File: src/rtl/mem_read_responder_if.sv
// Bus bundle for mem_read_responder: request channel, BRAM read port,
// response channel and status flags.
interface mem_read_responder_if #(
    parameter int DATA_W = 8,
    parameter int ADDR_W = 8
);
    logic              req_valid;
    logic [ADDR_W-1:0] req_addr;
    logic [3:0]        req_len;
    logic              req_ready;

    logic              bram_en;
    logic [ADDR_W-1:0] bram_addr;
    logic [DATA_W-1:0] bram_dout;

    logic              rsp_valid;
    logic [DATA_W-1:0] rsp_data;
    logic              rsp_ready;

    logic              full;
    logic              empty;
    logic              busy;

    // The responder block itself.
    modport slave (
        input  req_valid, req_addr, req_len, bram_dout, rsp_ready,
        output req_ready, bram_en, bram_addr, rsp_valid, rsp_data,
               full, empty, busy
    );

    // Whoever issues requests, models the BRAM and consumes responses.
    modport master (
        output req_valid, req_addr, req_len, bram_dout, rsp_ready,
        input  req_ready, bram_en, bram_addr, rsp_valid, rsp_data,
               full, empty, busy
    );
endinterface

File: src/rtl/mem_read_responder.sv
// Burst read responder: walks a BRAM address range and queues the returned
// words in a response FIFO, issuing reads only when FIFO space is guaranteed.
module mem_read_responder #(
    parameter int DATA_W = 8,
    parameter int ADDR_W = 8,
    parameter int DEPTH  = 16
) (
    input  logic                  clk_mem,
    input  logic                  reset,
    mem_read_responder_if.slave   bus
);
    localparam int PTR_W = $clog2(DEPTH);
    localparam int CNT_W = PTR_W + 1;

    typedef enum logic {IDLE, BURST} state_t;

    state_t            state, state_nxt;
    logic [ADDR_W-1:0] cur_addr, cur_addr_nxt;
    logic [3:0]        remaining, remaining_nxt;
    logic              inflight;
    logic [PTR_W-1:0]  wr_ptr, rd_ptr;
    logic [CNT_W-1:0]  count;
    logic [DATA_W-1:0] buf_mem [DEPTH];

    logic credit;
    logic push;
    logic pop;

    // A read issued now lands one cycle later, so it must be counted
    // against free space before it is issued.
    assign credit = (count + CNT_W'(inflight)) < CNT_W'(DEPTH);
    assign push   = inflight;
    assign pop    = bus.rsp_valid && bus.rsp_ready;

    // NOTE: every signal gets a default before the case so no path leaves
    // one unassigned; that is what keeps this block from inferring latches.
    always_comb begin
        state_nxt     = state;
        cur_addr_nxt  = cur_addr;
        remaining_nxt = remaining;
        bus.req_ready = 1'b0;
        bus.bram_en   = 1'b0;
        bus.bram_addr = cur_addr;
        case (state)
            IDLE: begin
                bus.req_ready = 1'b1;
                if (bus.req_valid) begin
                    state_nxt     = BURST;
                    cur_addr_nxt  = bus.req_addr;
                    remaining_nxt = bus.req_len;
                end
            end
            BURST: begin
                if (credit) begin
                    bus.bram_en   = 1'b1;
                    cur_addr_nxt  = cur_addr + 1'b1;
                    remaining_nxt = remaining - 1'b1;
                    if (remaining == 4'd0) state_nxt = IDLE;
                end
            end
            default: state_nxt = IDLE;
        endcase
    end

    // NOTE: state registers use non-blocking assignment so every flop samples
    // the pre-edge values regardless of the order the blocks are evaluated.
    always_ff @(posedge clk_mem or posedge reset) begin
        if (reset) begin
            state     <= IDLE;
            cur_addr  <= '0;
            remaining <= '0;
            inflight  <= 1'b0;
            wr_ptr    <= '0;
            rd_ptr    <= '0;
            count     <= '0;
        end else begin
            state     <= state_nxt;
            cur_addr  <= cur_addr_nxt;
            remaining <= remaining_nxt;
            inflight  <= bus.bram_en;
            if (push) wr_ptr <= wr_ptr + 1'b1;
            if (pop)  rd_ptr <= rd_ptr + 1'b1;
            case ({push, pop})
                2'b10:   count <= count + 1'b1;
                2'b01:   count <= count - 1'b1;
                default: count <= count;
            endcase
        end
    end

    // NOTE: the storage array is deliberately not reset; clearing count and
    // pointers already makes its contents unreachable, and a resettable
    // array cannot map onto RAM.
    always_ff @(posedge clk_mem) begin
        if (push) buf_mem[wr_ptr] <= bus.bram_dout;
    end

    assign bus.rsp_valid = (count != '0);
    assign bus.rsp_data  = buf_mem[rd_ptr];
    assign bus.full      = (count == CNT_W'(DEPTH));
    assign bus.empty     = (count == '0);
    assign bus.busy      = (state == BURST) || inflight;
endmodule

File: src/flat_wrapper.sv
// flat-port wrapper written by rule: the top's interface ports become plain ports
module mem_read_responder_flat 
#(
    parameter int DATA_W = 8,
    parameter int ADDR_W = 8,
    parameter int DEPTH  = 16
)
  (clk_mem, reset, bus_req_valid, bus_req_addr, bus_req_len, bus_bram_dout, bus_rsp_ready, bus_req_ready, bus_bram_en, bus_bram_addr, bus_rsp_valid, bus_rsp_data, bus_full, bus_empty, bus_busy);
  mem_read_responder_if #(.DATA_W(DATA_W), .ADDR_W(ADDR_W)) bus_i ();
  input  logic clk_mem;
  input  logic reset;
  input wire logic [$bits(bus_i.req_valid)-1:0] bus_req_valid;
  input wire logic [$bits(bus_i.req_addr)-1:0] bus_req_addr;
  input wire logic [$bits(bus_i.req_len)-1:0] bus_req_len;
  input wire logic [$bits(bus_i.bram_dout)-1:0] bus_bram_dout;
  input wire logic [$bits(bus_i.rsp_ready)-1:0] bus_rsp_ready;
  output wire logic [$bits(bus_i.req_ready)-1:0] bus_req_ready;
  output wire logic [$bits(bus_i.bram_en)-1:0] bus_bram_en;
  output wire logic [$bits(bus_i.bram_addr)-1:0] bus_bram_addr;
  output wire logic [$bits(bus_i.rsp_valid)-1:0] bus_rsp_valid;
  output wire logic [$bits(bus_i.rsp_data)-1:0] bus_rsp_data;
  output wire logic [$bits(bus_i.full)-1:0] bus_full;
  output wire logic [$bits(bus_i.empty)-1:0] bus_empty;
  output wire logic [$bits(bus_i.busy)-1:0] bus_busy;
  assign bus_i.req_valid = bus_req_valid;
  assign bus_i.req_addr = bus_req_addr;
  assign bus_i.req_len = bus_req_len;
  assign bus_i.bram_dout = bus_bram_dout;
  assign bus_i.rsp_ready = bus_rsp_ready;
  assign bus_req_ready = bus_i.req_ready;
  assign bus_bram_en = bus_i.bram_en;
  assign bus_bram_addr = bus_i.bram_addr;
  assign bus_rsp_valid = bus_i.rsp_valid;
  assign bus_rsp_data = bus_i.rsp_data;
  assign bus_full = bus_i.full;
  assign bus_empty = bus_i.empty;
  assign bus_busy = bus_i.busy;
  mem_read_responder #(.DATA_W(DATA_W), .ADDR_W(ADDR_W), .DEPTH(DEPTH)) u_core (.clk_mem(clk_mem), .reset(reset), .bus(bus_i));
endmodule
File: config.mk
export PLATFORM = sky130hd
export DESIGN_NAME = mem_read_responder_flat
export DESIGN_NICKNAME = d
export VERILOG_FILES = /design/src/rtl/mem_read_responder_if.sv /design/src/rtl/mem_read_responder.sv /design/src/flat_wrapper.sv
export SDC_FILE = /design/constraint.sdc
export NUM_CORES = 1
export LEC_CHECK = 0
export ABC_AREA = 0
export BUFFER_PORTS_ARGS = -buffer_cell sky130_fd_sc_hd__buf_4
export CAP_MARGIN = 30
export CORE_AREA = 3 3 90 177
export DETAILED_ROUTE_END_ITERATION = 10
export DIE_AREA = 0 0 93 180
export PLACE_DENSITY_LB_ADDON = 0.1
export SETUP_SLACK_MARGIN = 0.4
export SLEW_MARGIN = 10
export SYNTH_ARGS = -nofsm -noshare
export SYNTH_HDL_FRONTEND = slang
export SYNTH_SLANG_ARGS = --single-unit
File: constraint.sdc
create_clock -name clk_mem -period 8.7 [get_ports clk_mem]
set_input_delay 0.435 -clock clk_mem [delete_from_list [all_inputs] [get_ports clk_mem]]
set_output_delay 0.435 -clock clk_mem [all_outputs]
set_load 0.005 [all_outputs]
==> metrics.md <==
| Metric | Value |
|---|---|
| Syn_nets | `a little under 400` |
| Core Util, Final | `0.518` |
| Reg-to-reg slack, setup | `just under 6 ns` |
| Resized cells post-CTS | `0` |
| Post-CTS setup buffer count | `0` |
| Critical path cell sequence | `buf_4 -> mux4_2 -> mux4_2 -> buf_4` |
| Critical path depth in cells | `4` |
| Seq pwr share | `0.405` |
| Sw Ratio | `0.308` |
| Post-synthesis cell area | `6520 um^2` |
| Die Area | `between 15000 and 20000 um^2` |
| Vias in the first global route | `3718` |
| Max-Cap Viols | `0` |
| Fmax | `about 0.32 GHz` |
| Worst Path Required | `roughly 8.3 ns` |
| CP Max Fanout | `32` |
| Arr. time, crit path | `roughly 2.7 ns` |
| DR WL/cell | `22.2 um` |
| Post-synth top area share | `0.590` |
| Die height | `around 180 um` |
| Endpoints failing hold | `0` |
| DP Wirelength | `about 8.8 mm` |
| Final worst-path cycle share | `0.355` |
| Status | `finished, final reports clean` |
| Initial DRC Count | `approximately 190` |
| Total grt overflow | `0` |
| Avg Inst Size Synth | `18.1 um^2` |
| Final instance area | `roughly 7700 um^2` |
| Worst Path Class, Setup | `reg2out` |
| Async SR Flop Fraction | `0.174` |
| Buffers and inverters on the worst path | `2` |
| Ranking of synthesized cells by area | `edfxtp_1 59%, mux4_2 14%, dfrtp_1 10%` |
| Setup WS pre-CTS | `5.82 ns` |
| Worst r2r dst | `u_core.count[4]` |
| PD cells | `approximately 350 nW/um^2` |
| Setup ws final | `roughly 5.6 ns` |
| Synthesis-to-layout area growth | `17.8%` |
| Pint | `around 1800 uW` |
| Setup TNS | `0 ns` |
| Post-synth top cells | `128 x edfxtp_1, 40 x mux4_2, 27 x dfrtp_1` |
| CORE AREA | `around 15000 um^2` |
| CTS Buffer Depth | `2` |
| DRC Markers | `0` |
| Crit path capture type | `primary output` |
| Num rows | `63` |
| Antenna-violating nets left | `0` |
| Setup violation total in the final timing report | `0` |
| CTS Root Cell | `clkbuf_16` |
| Largest net degree at the start of global routing | `33` |
| Maximum vdd drop | `approximately 190 uV` |
| Routability cong. | `0.813` |
| Clk slew on worst S/H paths | `0.06 ns` |
| Worst Tran Pin Value | `around 0.83 ns` |
| Delay-heaviest family, CP | `multiplexers` |
| Leading area contributor after synthesis | `edfxtp_1` |
| Number of clock buffers inserted by TritonCTS | `17` |
| Worst reg2reg path depth | `10` |
| Detailed Route WL | `around 14 mm` |
| Placed Area | `~7000 um^2` |
| Critical R2R Launch | `u_core.count[0]` |
| Critical Path Source Type | `flip-flop` |
| First-pass GRT wire length | `roughly 21 mm` |
| Combinational power share | `0.303` |
| Worst slew margin | `0.446` |
| Leakage power | `0.00271 uW` |
| GRT Total Usage | `0.177` |
| Port buffer count | `45` |
| Initial Util | `0.440` |
| CTS tree | `yes` |
| DR pass1 iterations | `4` |
| Layout cell share with drive strength beyond 1 | `0.307` |
| Worst skew pair latency | `approximately 0.42 ns` |
| Post-synthesis cell count | `around 360` |
| CP max stage cell | `mux4_2` |
| Worst Hold Class | `in2async` |
| RSZ-0062 raised after global routing | `false` |
| TritonCTS Sinks | `155` |
| Clk pwr share | `0.291` |
| Crit path largest cell delay | `0.59 ns` |
| Predominant post-synthesis flop cell | `edfxtp_1` |
| Hold-fix buffers at CTS | `0` |
| Final Max Tran Viols | `0` |
| Vias/cell | `roughly 5.4` |
| Number of synthesized flops with an enable pin | `roughly 130` |
| Synthesized flop and latch total | `155` |
| Vias | `around 3300` |
| CTS H-Tree Depth | `4` |
| Number of diodes | `0` |
| Io pins | `46` |
| Nets | `between 400 and 500` |
| Initial antenna violation count | `0` |
| Unique masters post-synth | `43` |
| Min Clock Period, post-route | `3.09 ns` |
| Die width | `between 90 and 100 um` |
| YS warnings | `0` |
| Cell with the most instances after synthesis | `edfxtp_1` |
| Psw | `823 uW` |
| Clock skew | `approximately 0.0081 ns` |
| Seq/Total Area, Yosys | `0.693` |
metal layers:
layer	GRT usage	part of all wire	wire (um)	up-vias
met5	0	0	0	-
met4	0.0534	0.015	202	0
met3	0.0364	0.028	385	12
met2	0.333	0.59	8100	62
met1	0.196	0.37	5030	1725
li1	-	-	-	1527
worst reg2reg max path: stages (launching register included):
cell	delay, ns
dfrtp_1	0.42
nor4_1	0.37
nand2b_1	0.15
and2_1	0.24
ha_1	0.26
ha_1	0.33
nor2b_1	0.14
o21ai_0	0.19
a21oi_1	0.09
or3b_2	0.45
xnor2_1	0.13
registers in the layout, summed over array words and instances, names as in the netlist:
signal and count:
u_core.buf_mem 128, u_core.bus.bram_addr 8, u_core.count 5, u_core.rd_ptr 4, u_core.remaining 4, u_core.wr_ptr 4
u_core.inflight 1, u_core.state 1
power by group through the flow:
stage / sequential (uW) / combinational [uW] / clock [uW]
after floorplan: 1020 / 615 / 0
after global placement: 1090 / 816 / 0
after detailed placement: 1100 / 831 / 0
after CTS: 1090 / 834 / 790
after global routing: 1100 / 898 / 822
final: 1080 / 810 / 777
through the flow:
| step | hold slack (ns) | std cells | power (uW) |
|---|---|---|---|
| after floorplan | 0.481 | 361 | 1640 |
| after global placement | 0.481 | 585 | 1910 |
| after detailed placement | 0.481 | 586 | 1930 |
| after CTS | 0.0331 | 618 | 2710 |
| after global routing | 0.0428 | 618 | 2820 |
| final | 0.0246 | 618 | 2670 |
cell usage in the layout, fill, tap and decap left out, types with 5 or more instances in the layout:
master,synthesis,routed
a211oi_1,7,7
a21oi_1,7,7
and2_1,18,18
buf_4,3,47
clkbuf_16,0,17
dfrtp_1,27,26
edfxtp_1,128,128
ha_1,12,12
inv_1,12,12
inv_6,0,5
mux4_2,40,40
nand2_1,12,12
nand3_1,8,8
nor2_1,6,6
nor2b_1,9,9
o21ai_0,7,7
xnor2_1,6,6
xor2_1,7,7
final cells by class:
class                           count  area, um^2
Timing Repair Buffer               48         380
Clock buffer                       17         425
Fill cell                        1270        7140
Multi-Input combinational cell    175        1850
Clock inverter                     15         204
Sequential cell                   155        4520
Tap cell                          195         244
Inverter                           13        51.3
logic make-up (layout without fill, tap and decap cells):
| group | after synthesis | after routing | synth area share |
|---|---|---|---|
| multiplexers | 43 | 43 | 0.143 |
| flip-flops | 155 | 155 | 0.693 |
| AO/OA/AOI/OAI | 33 | 33 | 0.0345 |
| buffers and inverters | 31 | 93 | 0.0226 |
| XOR/XNOR | 13 | 13 | 0.0175 |
| adder cells (fa/ha/maj) | 13 | 13 | 0.0261 |
| AND/OR/NAND/NOR | 73 | 73 | 0.0631 |
how the worst max path moves through the flow:
stage                     startpoint               to  slack, ns
finish              u_core.rd_ptr[0]  bus_rsp_data[0]       5.61
floorplan            u_core.count[0]  u_core.count[4]       5.92
detailed placement   u_core.count[0]  u_core.count[4]       5.82
global route        u_core.rd_ptr[0]  bus_rsp_data[0]       5.45
global placement     u_core.count[0]  u_core.count[4]       5.90
CTS                 u_core.rd_ptr[0]  bus_rsp_data[0]       5.52
(Power assumes the default switching activity.)
